[src/rtl/insn_buffer_ctrl_pkg.sv]
// Shared types for the instruction buffer between fetch and decode.
//   InsnBufferEntry            : one fetched halfword with its pc and fault/interrupt tags
//   insn_buffer_entry_count_t  : occupancy (0..INSN_BUFFER_ENTRY_COUNT)
//   insn_buffer_ptr_t          : head/tail index into the halfword ring
//   is_single_entry()          : true when the halfword forms an instruction by itself
package insn_buffer_ctrl_pkg;

    localparam int unsigned INSN_BUFFER_ENTRY_COUNT = 4;

    typedef struct packed {
        logic [31:0] pc;
        logic [15:0] insn;
        logic        fault;
        logic        interruptValid;
        logic [3:0]  interruptCode;
    } InsnBufferEntry;

    typedef logic [$clog2(INSN_BUFFER_ENTRY_COUNT + 1)-1:0] insn_buffer_entry_count_t;
    typedef logic [$clog2(INSN_BUFFER_ENTRY_COUNT)-1:0]     insn_buffer_ptr_t;

    // Faulted or interrupt-tagged halfwords are handed over alone so decode
    // sees the event without waiting for a second halfword.
    function automatic logic is_single_entry(input InsnBufferEntry e);
        return e.interruptValid | e.fault | (e.insn[1:0] != 2'b11);
    endfunction

endpackage

[src/rtl/insn_buffer_ctrl_if.sv]
// Fetch/decode side bundle of the instruction buffer.
//   master : fetch + decode view (drives flush, push data, popReady)
//   slave  : buffer view (drives pushReady, pop data, entryCount)
interface insn_buffer_ctrl_if;
    import insn_buffer_ctrl_pkg::*;

    logic                     flush;
    logic                     pushReady;
    logic [1:0]               pushCount;
    InsnBufferEntry           pushEntry0;
    InsnBufferEntry           pushEntry1;
    logic                     popValid;
    logic                     popReady;
    logic [31:0]              popInsn;
    logic [31:0]              popPc;
    logic                     popCompressed;
    logic                     popFault;
    logic                     popInterruptValid;
    logic [3:0]               popInterruptCode;
    insn_buffer_entry_count_t entryCount;

    modport master (
        output flush, pushCount, pushEntry0, pushEntry1, popReady,
        input  pushReady, popValid, popInsn, popPc, popCompressed, popFault,
               popInterruptValid, popInterruptCode, entryCount
    );

    modport slave (
        input  flush, pushCount, pushEntry0, pushEntry1, popReady,
        output pushReady, popValid, popInsn, popPc, popCompressed, popFault,
               popInterruptValid, popInterruptCode, entryCount
    );

endinterface

[src/rtl/insn_buffer_entry_ram.sv]
// Halfword storage for the instruction buffer: ENTRY_COUNT x InsnBufferEntry.
//   clk              : clock
//   we0/waddr0/wdata0: write port 0 (tail)
//   we1/waddr1/wdata1: write port 1 (tail+1)
//   raddr0/rdata0    : async read port 0 (head)
//   raddr1/rdata1    : async read port 1 (head+1)
// Data is not reset; validity is tracked by the controller's count.
module insn_buffer_entry_ram
    import insn_buffer_ctrl_pkg::*;
#(
    parameter int unsigned ENTRY_COUNT = INSN_BUFFER_ENTRY_COUNT
) (
    input  logic                           clk,
    input  logic                           we0,
    input  logic [$clog2(ENTRY_COUNT)-1:0] waddr0,
    input  InsnBufferEntry                 wdata0,
    input  logic                           we1,
    input  logic [$clog2(ENTRY_COUNT)-1:0] waddr1,
    input  InsnBufferEntry                 wdata1,
    input  logic [$clog2(ENTRY_COUNT)-1:0] raddr0,
    output InsnBufferEntry                 rdata0,
    input  logic [$clog2(ENTRY_COUNT)-1:0] raddr1,
    output InsnBufferEntry                 rdata1
);

    InsnBufferEntry mem [ENTRY_COUNT];

    always_ff @(posedge clk) begin
        if (we0) mem[waddr0] <= wdata0;
        if (we1) mem[waddr1] <= wdata1;
    end

    assign rdata0 = mem[raddr0];
    assign rdata1 = mem[raddr1];

endmodule

[src/rtl/insn_buffer_ctrl.sv]
// Circular halfword instruction buffer controller between fetch and decode.
// Fetch pushes up to two halfwords per cycle; complete 16/32-bit instructions
// are assembled from the head and handed to decode over popValid/popReady.
//   clk, rst : clock, asynchronous active-high reset
//   bus      : insn_buffer_ctrl_if.slave (flush, push side, pop side, entryCount)
// Optional: define RAFI_INSN_BUFFER_BYPASS_EN to let an empty buffer present
// the pushed halfwords to decode in the same cycle (0-cycle latency).
module insn_buffer_ctrl
    import insn_buffer_ctrl_pkg::*;
#(
    parameter int unsigned ENTRY_COUNT = INSN_BUFFER_ENTRY_COUNT
) (
    input  logic               clk,
    input  logic               rst,
    insn_buffer_ctrl_if.slave  bus
);

    localparam int unsigned PTR_WIDTH = $clog2(ENTRY_COUNT);
    localparam int unsigned CNT_WIDTH = $clog2(ENTRY_COUNT + 1);

    typedef logic [PTR_WIDTH-1:0] ptr_t;
    typedef logic [CNT_WIDTH-1:0] cnt_t;

    ptr_t           head_q, tail_q;
    cnt_t           count_q;

    InsnBufferEntry ram_head, ram_next;
    InsnBufferEntry head_e, next_e;
    logic           push_ready, push_ok, bypass;
    logic           has_one, has_two, single, pop_valid, fire;
    logic [1:0]     push_n, pop_n, store_n, head_adv;
    logic           we0, we1;
    InsnBufferEntry wdata0;

    insn_buffer_entry_ram #(.ENTRY_COUNT(ENTRY_COUNT)) u_ram (
        .clk    (clk),
        .we0    (we0),
        .waddr0 (tail_q),
        .wdata0 (wdata0),
        .we1    (we1),
        .waddr1 (tail_q + ptr_t'(1)),
        .wdata1 (bus.pushEntry1),
        .raddr0 (head_q),
        .rdata0 (ram_head),
        .raddr1 (head_q + ptr_t'(1)),
        .rdata1 (ram_next)
    );

    always_comb begin
        push_ready = (count_q <= cnt_t'(ENTRY_COUNT - 2));
        push_ok    = push_ready && ((bus.pushCount == 2'd1) || (bus.pushCount == 2'd2));
        push_n     = push_ok ? bus.pushCount : 2'd0;

        bypass = 1'b0;
`ifdef RAFI_INSN_BUFFER_BYPASS_EN
        bypass = (count_q == '0) && push_ok && !bus.flush;
`endif

        if (bypass) begin
            head_e  = bus.pushEntry0;
            next_e  = bus.pushEntry1;
            has_one = 1'b1;
            has_two = (bus.pushCount == 2'd2);
        end else begin
            head_e  = ram_head;
            next_e  = ram_next;
            has_one = (count_q >= cnt_t'(1));
            has_two = (count_q >= cnt_t'(2));
        end

        single    = is_single_entry(head_e);
        pop_valid = single ? has_one : has_two;
        fire      = pop_valid && bus.popReady;
        pop_n     = fire ? (single ? 2'd1 : 2'd2) : 2'd0;

        // Bypassed halfwords that decode consumes are never stored; the
        // survivors are shifted down to start at tail, and head stays put
        // because it already equals tail in an empty buffer.
        store_n  = push_n;
        head_adv = pop_n;
        wdata0   = bus.pushEntry0;
        if (bypass) begin
            store_n  = push_n - pop_n;
            head_adv = 2'd0;
            if (pop_n == 2'd1) wdata0 = bus.pushEntry1;
        end

        we0 = !bus.flush && (store_n >= 2'd1);
        we1 = !bus.flush && (store_n == 2'd2);
    end

    always_ff @(posedge clk or posedge rst) begin
        if (rst) begin
            head_q  <= '0;
            tail_q  <= '0;
            count_q <= '0;
        end else if (bus.flush) begin
            head_q  <= '0;
            tail_q  <= '0;
            count_q <= '0;
        end else begin
            head_q  <= head_q + ptr_t'(head_adv);
            tail_q  <= tail_q + ptr_t'(store_n);
            count_q <= count_q + cnt_t'(store_n) - cnt_t'(head_adv);
        end
    end

    // Pop data is forced to zero while nothing is valid so the port is
    // clean after reset despite the unreset storage.
    always_comb begin
        bus.pushReady         = push_ready;
        bus.entryCount        = insn_buffer_entry_count_t'(count_q);
        bus.popValid          = pop_valid;
        bus.popInsn           = '0;
        bus.popPc             = '0;
        bus.popCompressed     = 1'b0;
        bus.popFault          = 1'b0;
        bus.popInterruptValid = 1'b0;
        bus.popInterruptCode  = '0;
        if (pop_valid) begin
            bus.popPc             = head_e.pc;
            bus.popInterruptValid = head_e.interruptValid;
            bus.popInterruptCode  = head_e.interruptCode;
            if (single) begin
                bus.popInsn       = {16'h0000, head_e.insn};
                bus.popCompressed = (head_e.insn[1:0] != 2'b11);
                bus.popFault      = head_e.fault;
            end else begin
                bus.popInsn       = {next_e.insn, head_e.insn};
                bus.popFault      = next_e.fault;
            end
        end
    end

endmodule

[src/flat_wrapper.sv]
// flat-port wrapper written by rule: the top's interface ports become plain ports
module insn_buffer_ctrl_flat import insn_buffer_ctrl_pkg::*;
#(
    parameter int unsigned ENTRY_COUNT = INSN_BUFFER_ENTRY_COUNT
)
  (clk, rst, bus_flush, bus_pushCount, bus_pushEntry0, bus_pushEntry1, bus_popReady, bus_pushReady, bus_popValid, bus_popInsn, bus_popPc, bus_popCompressed, bus_popFault, bus_popInterruptValid, bus_popInterruptCode, bus_entryCount);
  insn_buffer_ctrl_if bus_i ();
  input  logic clk;
  input  logic rst;
  input wire logic [$bits(bus_i.flush)-1:0] bus_flush;
  input wire logic [$bits(bus_i.pushCount)-1:0] bus_pushCount;
  input wire logic [$bits(bus_i.pushEntry0)-1:0] bus_pushEntry0;
  input wire logic [$bits(bus_i.pushEntry1)-1:0] bus_pushEntry1;
  input wire logic [$bits(bus_i.popReady)-1:0] bus_popReady;
  output wire logic [$bits(bus_i.pushReady)-1:0] bus_pushReady;
  output wire logic [$bits(bus_i.popValid)-1:0] bus_popValid;
  output wire logic [$bits(bus_i.popInsn)-1:0] bus_popInsn;
  output wire logic [$bits(bus_i.popPc)-1:0] bus_popPc;
  output wire logic [$bits(bus_i.popCompressed)-1:0] bus_popCompressed;
  output wire logic [$bits(bus_i.popFault)-1:0] bus_popFault;
  output wire logic [$bits(bus_i.popInterruptValid)-1:0] bus_popInterruptValid;
  output wire logic [$bits(bus_i.popInterruptCode)-1:0] bus_popInterruptCode;
  output wire logic [$bits(bus_i.entryCount)-1:0] bus_entryCount;
  assign bus_i.flush = bus_flush;
  assign bus_i.pushCount = bus_pushCount;
  assign bus_i.pushEntry0 = bus_pushEntry0;
  assign bus_i.pushEntry1 = bus_pushEntry1;
  assign bus_i.popReady = bus_popReady;
  assign bus_pushReady = bus_i.pushReady;
  assign bus_popValid = bus_i.popValid;
  assign bus_popInsn = bus_i.popInsn;
  assign bus_popPc = bus_i.popPc;
  assign bus_popCompressed = bus_i.popCompressed;
  assign bus_popFault = bus_i.popFault;
  assign bus_popInterruptValid = bus_i.popInterruptValid;
  assign bus_popInterruptCode = bus_i.popInterruptCode;
  assign bus_entryCount = bus_i.entryCount;
  insn_buffer_ctrl #(.ENTRY_COUNT(ENTRY_COUNT)) u_core (.clk(clk), .rst(rst), .bus(bus_i));
endmodule
[config.mk]
export PLATFORM = sky130hd
export DESIGN_NAME = insn_buffer_ctrl_flat
export DESIGN_NICKNAME = d
export VERILOG_FILES = /design/src/rtl/insn_buffer_ctrl_pkg.sv /design/src/rtl/insn_buffer_ctrl_if.sv /design/src/rtl/insn_buffer_entry_ram.sv /design/src/rtl/insn_buffer_ctrl.sv /design/src/flat_wrapper.sv
export SDC_FILE = /design/constraint.sdc
export NUM_CORES = 1
export LEC_CHECK = 0
export ABC_AREA = 1
export CAP_MARGIN = 25
export CORE_ASPECT_RATIO = 0.8
export CORE_MARGIN = 10
export CORE_UTILIZATION = 49
export DETAILED_ROUTE_END_ITERATION = 8
export PLACE_DENSITY_LB_ADDON = 0.1
export SLEW_MARGIN = 15
export SYNTH_ARGS = -nofsm -noshare
export SYNTH_HDL_FRONTEND = slang
export SYNTH_SLANG_ARGS = --single-unit
export TNS_END_PERCENT = 50
[constraint.sdc]
create_clock -name clk -period 4.29 [get_ports clk]
set_input_delay 0.429 -clock clk [delete_from_list [all_inputs] [get_ports clk]]
set_output_delay 0.429 -clock clk [all_outputs]
set_load 0.005 [all_outputs]
==> results_dict.tcl, run 1 <==
set metrics [dict create \
    powerDensity_nw_per_um2 506 \
    clk_latency_ns 0.52 \
    layout-drive-gt1-share_pct 7.38 \
    cts-root-buf "clkbuf_16" \
    synth_seq_cells 223 \
    yosys-top-cells-area "edfxtp_1, o21ai_0, nand2_1" \
    fmax_ghz 0.248 \
    fillers 2092 \
    die_w_um 195 \
    synthArstFlopShare_pct 3.14 \
    rsz0062_at_grt "no" \
    peakVddDrop_mv 0.465 \
    die_h_um 160 \
    netlist_area_um2 12000 \
    post-route-period-util_pct 94.2 \
    start_kind "flop" \
    firstDrtPassIters 5 \
    nNetsFinal 1617 \
    vias_per_cell 5.45 \
    setup_viol 0 \
    yosys.area.top_type "edfxtp_1" \
    grt_first_pass_wirelength_mm 53.5 \
    slew_headroom_pct 37.2 \
    critPathRequiredTime_ns 3.86 \
    ant_nets 0 \
    skew_ns 0.0127 \
    hold_violations 0 \
    synth_commonest_cells "o21ai_0, nand2_1, edfxtp_1" \
    postCtsSetupRepairBufs 0 \
    r2r_setup_slack_ns 0.85 \
    antenna_found_initial 1 \
    power.total_mw 7.52 \
    cts_tree "done" \
    place_congestion 0.821 \
    post-route-util_pct 61.2 \
    reg2regPathDepth 12 \
    numCtsBuffers 24 \
    cts_resized 0 \
    synth.yosys.seq_area_share_pct 55.4 \
    cts_sinks 223 \
    ctsHoldBuffers 0 \
    end_kind "output port" \
    slew_violations 0 \
    drt_first_iter_violations 897 \
    hold_path_class "input pin to asynchronous set/reset pin" \
    synth-edff-count 216 \
    drv_cap 0 \
    tightestPinTransition_ns 0.938 \
    synth_nets 1472 \
    critPathMaxFanout 50 \
    grt_pass1_vias 9605 \
    worstPathArrival_ns 3.61 \
    initial_core_util_pct 49.5 \
    syn2layout_area_growth_pct 23.5 \
    reg2reg_from "u_core.head_q[0]" \
    fin_tns_setup_ns 0 \
    htreeDepth 1 \
    routed_wl_mm 34.4 \
    routedWlPerCell_um 18.7 \
    fin_hold_ws_ns 0.159 \
    core_um2 24200 \
    postSynthAreaPerCell_um2 8.87 \
    critPathLaunch "u_core.head_q[0]" \
    synth_most_common_cell "o21ai_0" \
    synthDistinctLibCells 35 \
    p_leak_nw 5.19 \
    grt_max_degree 79 \
    synth_top_area_share_pct 54.0 \
    dpl.hpwl_mm 21.6 \
    clock_path_buffers 3 \
    synth_top_flop_cell "edfxtp_1" \
    track_usage_pct 21.0 \
    layout_min_cycle_time_ns 4.04 \
    io_pins 190 \
    overflow 0 \
    crit_type "flop to output port" \
    drc 0 \
    io_buffers 189 \
    status "completed" \
    fp.dieArea_um2 31200 \
    rows 51 \
    num_vias 10000 \
    ys_warn_count 0 \
    syn_inst 1354 \
    r2r-end "u_core.bus.entryCount[2]" \
    clkTransAtPathRegs_ns 0.07 \
]
==> metrics by stage <==
step	area [um^2]	cells	setup WS, ns
final	14800	1836	0.250
after global routing	14800	1836	0.0919
after CTS	14800	1835	0.277
after detailed placement	14000	1791	0.836
after floorplan	12000	1354	0.212
after global placement	14000	1791	0.878
==> power by group <==
group	total [mW]	internal, mW	leakage, nW	switching (mW)
Sequential	2.71	2.60	2.05	0.116
Clock	2.13	1.25	0.391	0.879
Combinational	2.68	1.14	2.75	1.54
Total	7.52	4.99	5.19	2.53
==> logic make-up (layout without fill, tap and decap cells) <==
logic type               after synthesis  count (layout)  synth area share [%]
AND/OR/NAND/NOR                      494             494                  16.8
flip-flops                           223             223                  55.4
buffers and inverters                190             353                  7.85
other                                  0               1                     0
adder cells (fa/ha/maj)                4               4                 0.542
AO/OA/AOI/OAI                        440             440                  19.1
XOR/XNOR                               3               3                 0.219
==> critical path, cell delays in order (launching register included) <==
cell	delay (ns)
dfrtp_4	0.78
buf_4	0.45
nand2_1	0.12
nand3_1	0.13
nand2_2	0.09
nand2_2	0.10
o21ai_2	0.07
nand2_2	0.08
buf_4	0.30
nand2_1	0.08
a21oi_1	0.27
clkdlybuf4s50_1	0.57
==> flip-flops by register name, summed over array words and instances, names as in the netlist <==
| register | count |
|---|---|
| u_core.tail_q | 2 |
| u_core.head_q | 2 |
| u_core.bus.entryCount | 3 |
| u_core.u_ram.mem | 216 |
==> per-layer routing <==
layer	GRT usage [%]	share of wire (%)	vias to the layer above
li1	-	-	4925
met1	27.3	43	4667
met2	35.7	48	370
met3	4.18	7.6	43
met4	4.12	1.6	0
met5	0	0	-
==> placed cells by master (no fill, tap or decap), types with 3 or more instances in the layout <==
cell,n
buf_12,5
a21oi_2,9
nor3_1,4
nand3_2,3
nor2_8,4
clkinvlp_4,3
clkinv_1,4
bufinv_16,3
nor2_1,162
a211oi_1,10
buf_4,19
edfxtp_1,216
dfrtp_1,5
clkdlybuf4s50_1,189
o21ai_0,323
nand2_1,288
nand4_1,3
o22ai_4,4
nor2_2,4
clkinv_2,5
nand2_2,17
nand3_1,7
inv_1,92
a21oi_1,79
clkbuf_16,25
o22ai_1,10
==> worst max path at each step <==
stage / endpoint / slack [ns] / cells after the start
6_report: bus_popInsn[3] / 0.25 / 11
5_1_grt: bus_popInsn[31] / 0.09 / 9
4_1_cts: bus_popInsn[31] / 0.28 / 9
3_5_place_dp: bus_popInsn[31] / 0.84 / 9
3_3_place_gp: bus_popInsn[31] / 0.88 / 9
2_1_floorplan: u_core.u_ram.mem[0][0] / 0.21 / 5
==> layout make-up <==
type / instances / area (um^2) / area share (%)
antenna: 1 / 2.50 / 0.0169
clock buffer: 26 / 629 / 4.24
clock inverter: 18 / 179 / 1.21
inverter: 96 / 365 / 2.46
multi-input combinational: 941 / 4460 / 30.1
sequential: 223 / 6670 / 44.9
tap: 318 / 398 / 2.68
timing repair buffer: 213 / 2130 / 14.4
No activity file was read; power rests on OpenSTA's default activity.
==> inputs of run 2 (changes only) <==
Settings changed: CORE_ASPECT_RATIO 0.8 to 0.5.
==> run 2 against run 1 <==
First-iteration DRC count fell by 16%. Critical path depth shrank 2. Sequential share of layout area grew 0.32 points. Die area rose by 1.1%. Sequential power about the same. Total power decreased by 2.4%. Flip-flop and latch count stayed put. Clock skew down 0.0031 ns. Clock-buffer cell count up 2. Design area shrank 0.72%. Non-clock buffer count shrank 8. Global-route usage is 0.44 points higher. Critical path type unchanged. Critical endpoint is now bus_popInsn[31].
==> results_dict.tcl, run 2 (synthesized netlist as in run 1, its figures left out) <==
set metrics [dict create \
    status "completed" \
    crit_chain "inv_4 -> nand2_1 -> nand3_1 -> nand2_1 -> nand2_2 -> nor2_2 -> nand2_2 -> a221oi_1 -> clkdlybuf4s50_1" \
    syn2layout_area_growth_pct 22.6 \
    start_kind "flop" \
    slew_violations 0 \
    powerDensity_nw_per_um2 498 \
    clkTransAtPathRegs_ns 0.06 \
    die_h_um 131 \
    routedWlPerCell_um 18.6 \
    hold_path_class "input pin to asynchronous set/reset pin" \
    clk_latency_ns 0.51 \
    postCtsSetupRepairBufs 0 \
    cts-root-buf "clkbuf_16" \
    vias_per_cell 5.42 \
    crit_family "simple AND/OR/NAND/NOR gates" \
    final_common_cell "o21ai_0" \
    p_leak_nw 5.12 \
    drc 0 \
    end_kind "output port" \
    r2r_setup_slack_ns 0.87 \
    critPathMaxFanout 59 \
    regMostFlops "u_core.u_ram.mem" \
    largest_reg_flops 216 \
    power.total_mw 7.33 \
    dpl.hpwl_mm 20.5 \
    drv_cap 0 \
    layout_min_cycle_time_ns 3.97 \
    htreeDepth 1 \
    worstPathArrival_ns 3.54 \
    grt_first_pass_wirelength_mm 53.1 \
    reg2reg_from "u_core.head_q[0]" \
    core_um2 24100 \
    clock_path_buffers 3 \
    initial_core_util_pct 49.9 \
    critPathRequiredTime_ns 3.86 \
    crit_buf_inv 2 \
    num_vias 9980 \
    skew_ns 0.00964 \
    overflow 0 \
    post-route-util_pct 61.2 \
    io_buffers 189 \
    fmax_ghz 0.252 \
    io_pins 190 \
    hold_violations 0 \
    post-route-period-util_pct 92.5 \
    reg2regPathDepth 12 \
    cts_tree "done" \
    ant_nets 0 \
    rsz0062_at_grt "no" \
    instances_no_fill 1841 \
    firstDrtPassIters 5 \
    place_congestion 0.792 \
    antenna_found_initial 0 \
    crit_type "flop to output port" \
    setup_viol 0 \
    rows 40 \
    r2r-end "u_core.bus.entryCount[2]" \
    routed_wl_mm 34.2 \
    slew_headroom_pct 39.7 \
    antennaDiodeCount 0 \
    tightestPinTransition_ns 0.905 \
    crit_path_max_incr_delay_ns 0.83 \
    grt_max_degree 75 \
    drt_first_iter_violations 755 \
    numCtsBuffers 22 \
    peakVddDrop_mv 0.394 \
    layout-drive-gt1-share_pct 6.31 \
    cts_sinks 223 \
    slowest_stage "dfrtp_4" \
    track_usage_pct 21.4 \
    nNetsFinal 1607 \
    place_inst 1801 \
    fp.dieArea_um2 31600 \
    fin_tns_setup_ns 0 \
    die_w_um 241 \
    mostFrequentLayoutCells "o21ai_0, nand2_1, edfxtp_1" \
    grt_pass1_vias 9899 \
]
[run 2: cell count changes in the layout (fill, tap and decap cells not counted), sizes merged]
cell / change
buf: -8
clkinv: -3
clkinvlp: -3
clkbuf: +2
diode: -1
[run 2: worst register-to-register path, delay by kind of cell, from the launching register on]
kind | cells | cell delay, ns
flip-flops | 1 | 0.83
AND/OR/NAND/NOR | 8 | 1.15
XOR/XNOR | 1 | 0.17
buffers and inverters | 1 | 0.31
adder cells (fa/ha/maj) | 2 | 0.83
[run 2: repair_timing]
| action | 4_1_cts | 5_1_grt |
|---|---|---|
| hold buffers | 0 | 0 |
| gates resized for setup | 0 | 2 |
| setup endpoints to repair | 0 | 17 |
[run 2: layer usage]
layer / share of wire, % / track usage (%) / wire length, um
met3: 6.1 / 3.68 / 2080
met4: 2.2 / 6.17 / 743
met5: 0 / 0 / 0
met2: 50 / 38.5 / 17000
met1: 42 / 26.2 / 14400
[run 2: per-stage QoR]
stage	hold WS [ns]	area [um^2]	setup slack, ns
2_1_floorplan	0.232	12000	0.212
3_3_place_gp	0.643	14000	0.730
3_5_place_dp	0.652	14000	0.665
4_1_cts	0.151	14700	0.0960
5_1_grt	0.176	14700	0.0992
6_report	0.160	14700	0.322
[run 2: final cells by class]
cell class / instances / area [um^2]
inverters: 96 / 368
well taps: 336 / 420
clock buffers: 28 / 594
flip-flops and latches: 223 / 6670
repair buffers: 205 / 2090
fillers: 2131 / 9340
multi-input cells: 941 / 4460
clock inverters: 12 / 133
[run 2: power breakdown]
group | total, mW | switching (mW) | internal [mW]
clock network | 1.99 | 0.827 | 1.16
registers | 2.71 | 0.115 | 2.60
logic | 2.63 | 1.51 | 1.12
total | 7.33 | 2.45 | 4.88
[run 2: how the worst max path moves through the flow]
stage / to / startpoint / depth (start not counted)
floorplan: u_core.u_ram.mem[0][0] / u_core.bus.entryCount[0] / 5
global placement: bus_popInsn[0] / u_core.head_q[0] / 10
detailed placement: bus_popInsn[0] / u_core.head_q[0] / 10
CTS: bus_popInsn[0] / u_core.head_q[0] / 10
global route: bus_popInsn[31] / u_core.head_q[0] / 9
finish: bus_popInsn[31] / u_core.head_q[0] / 9
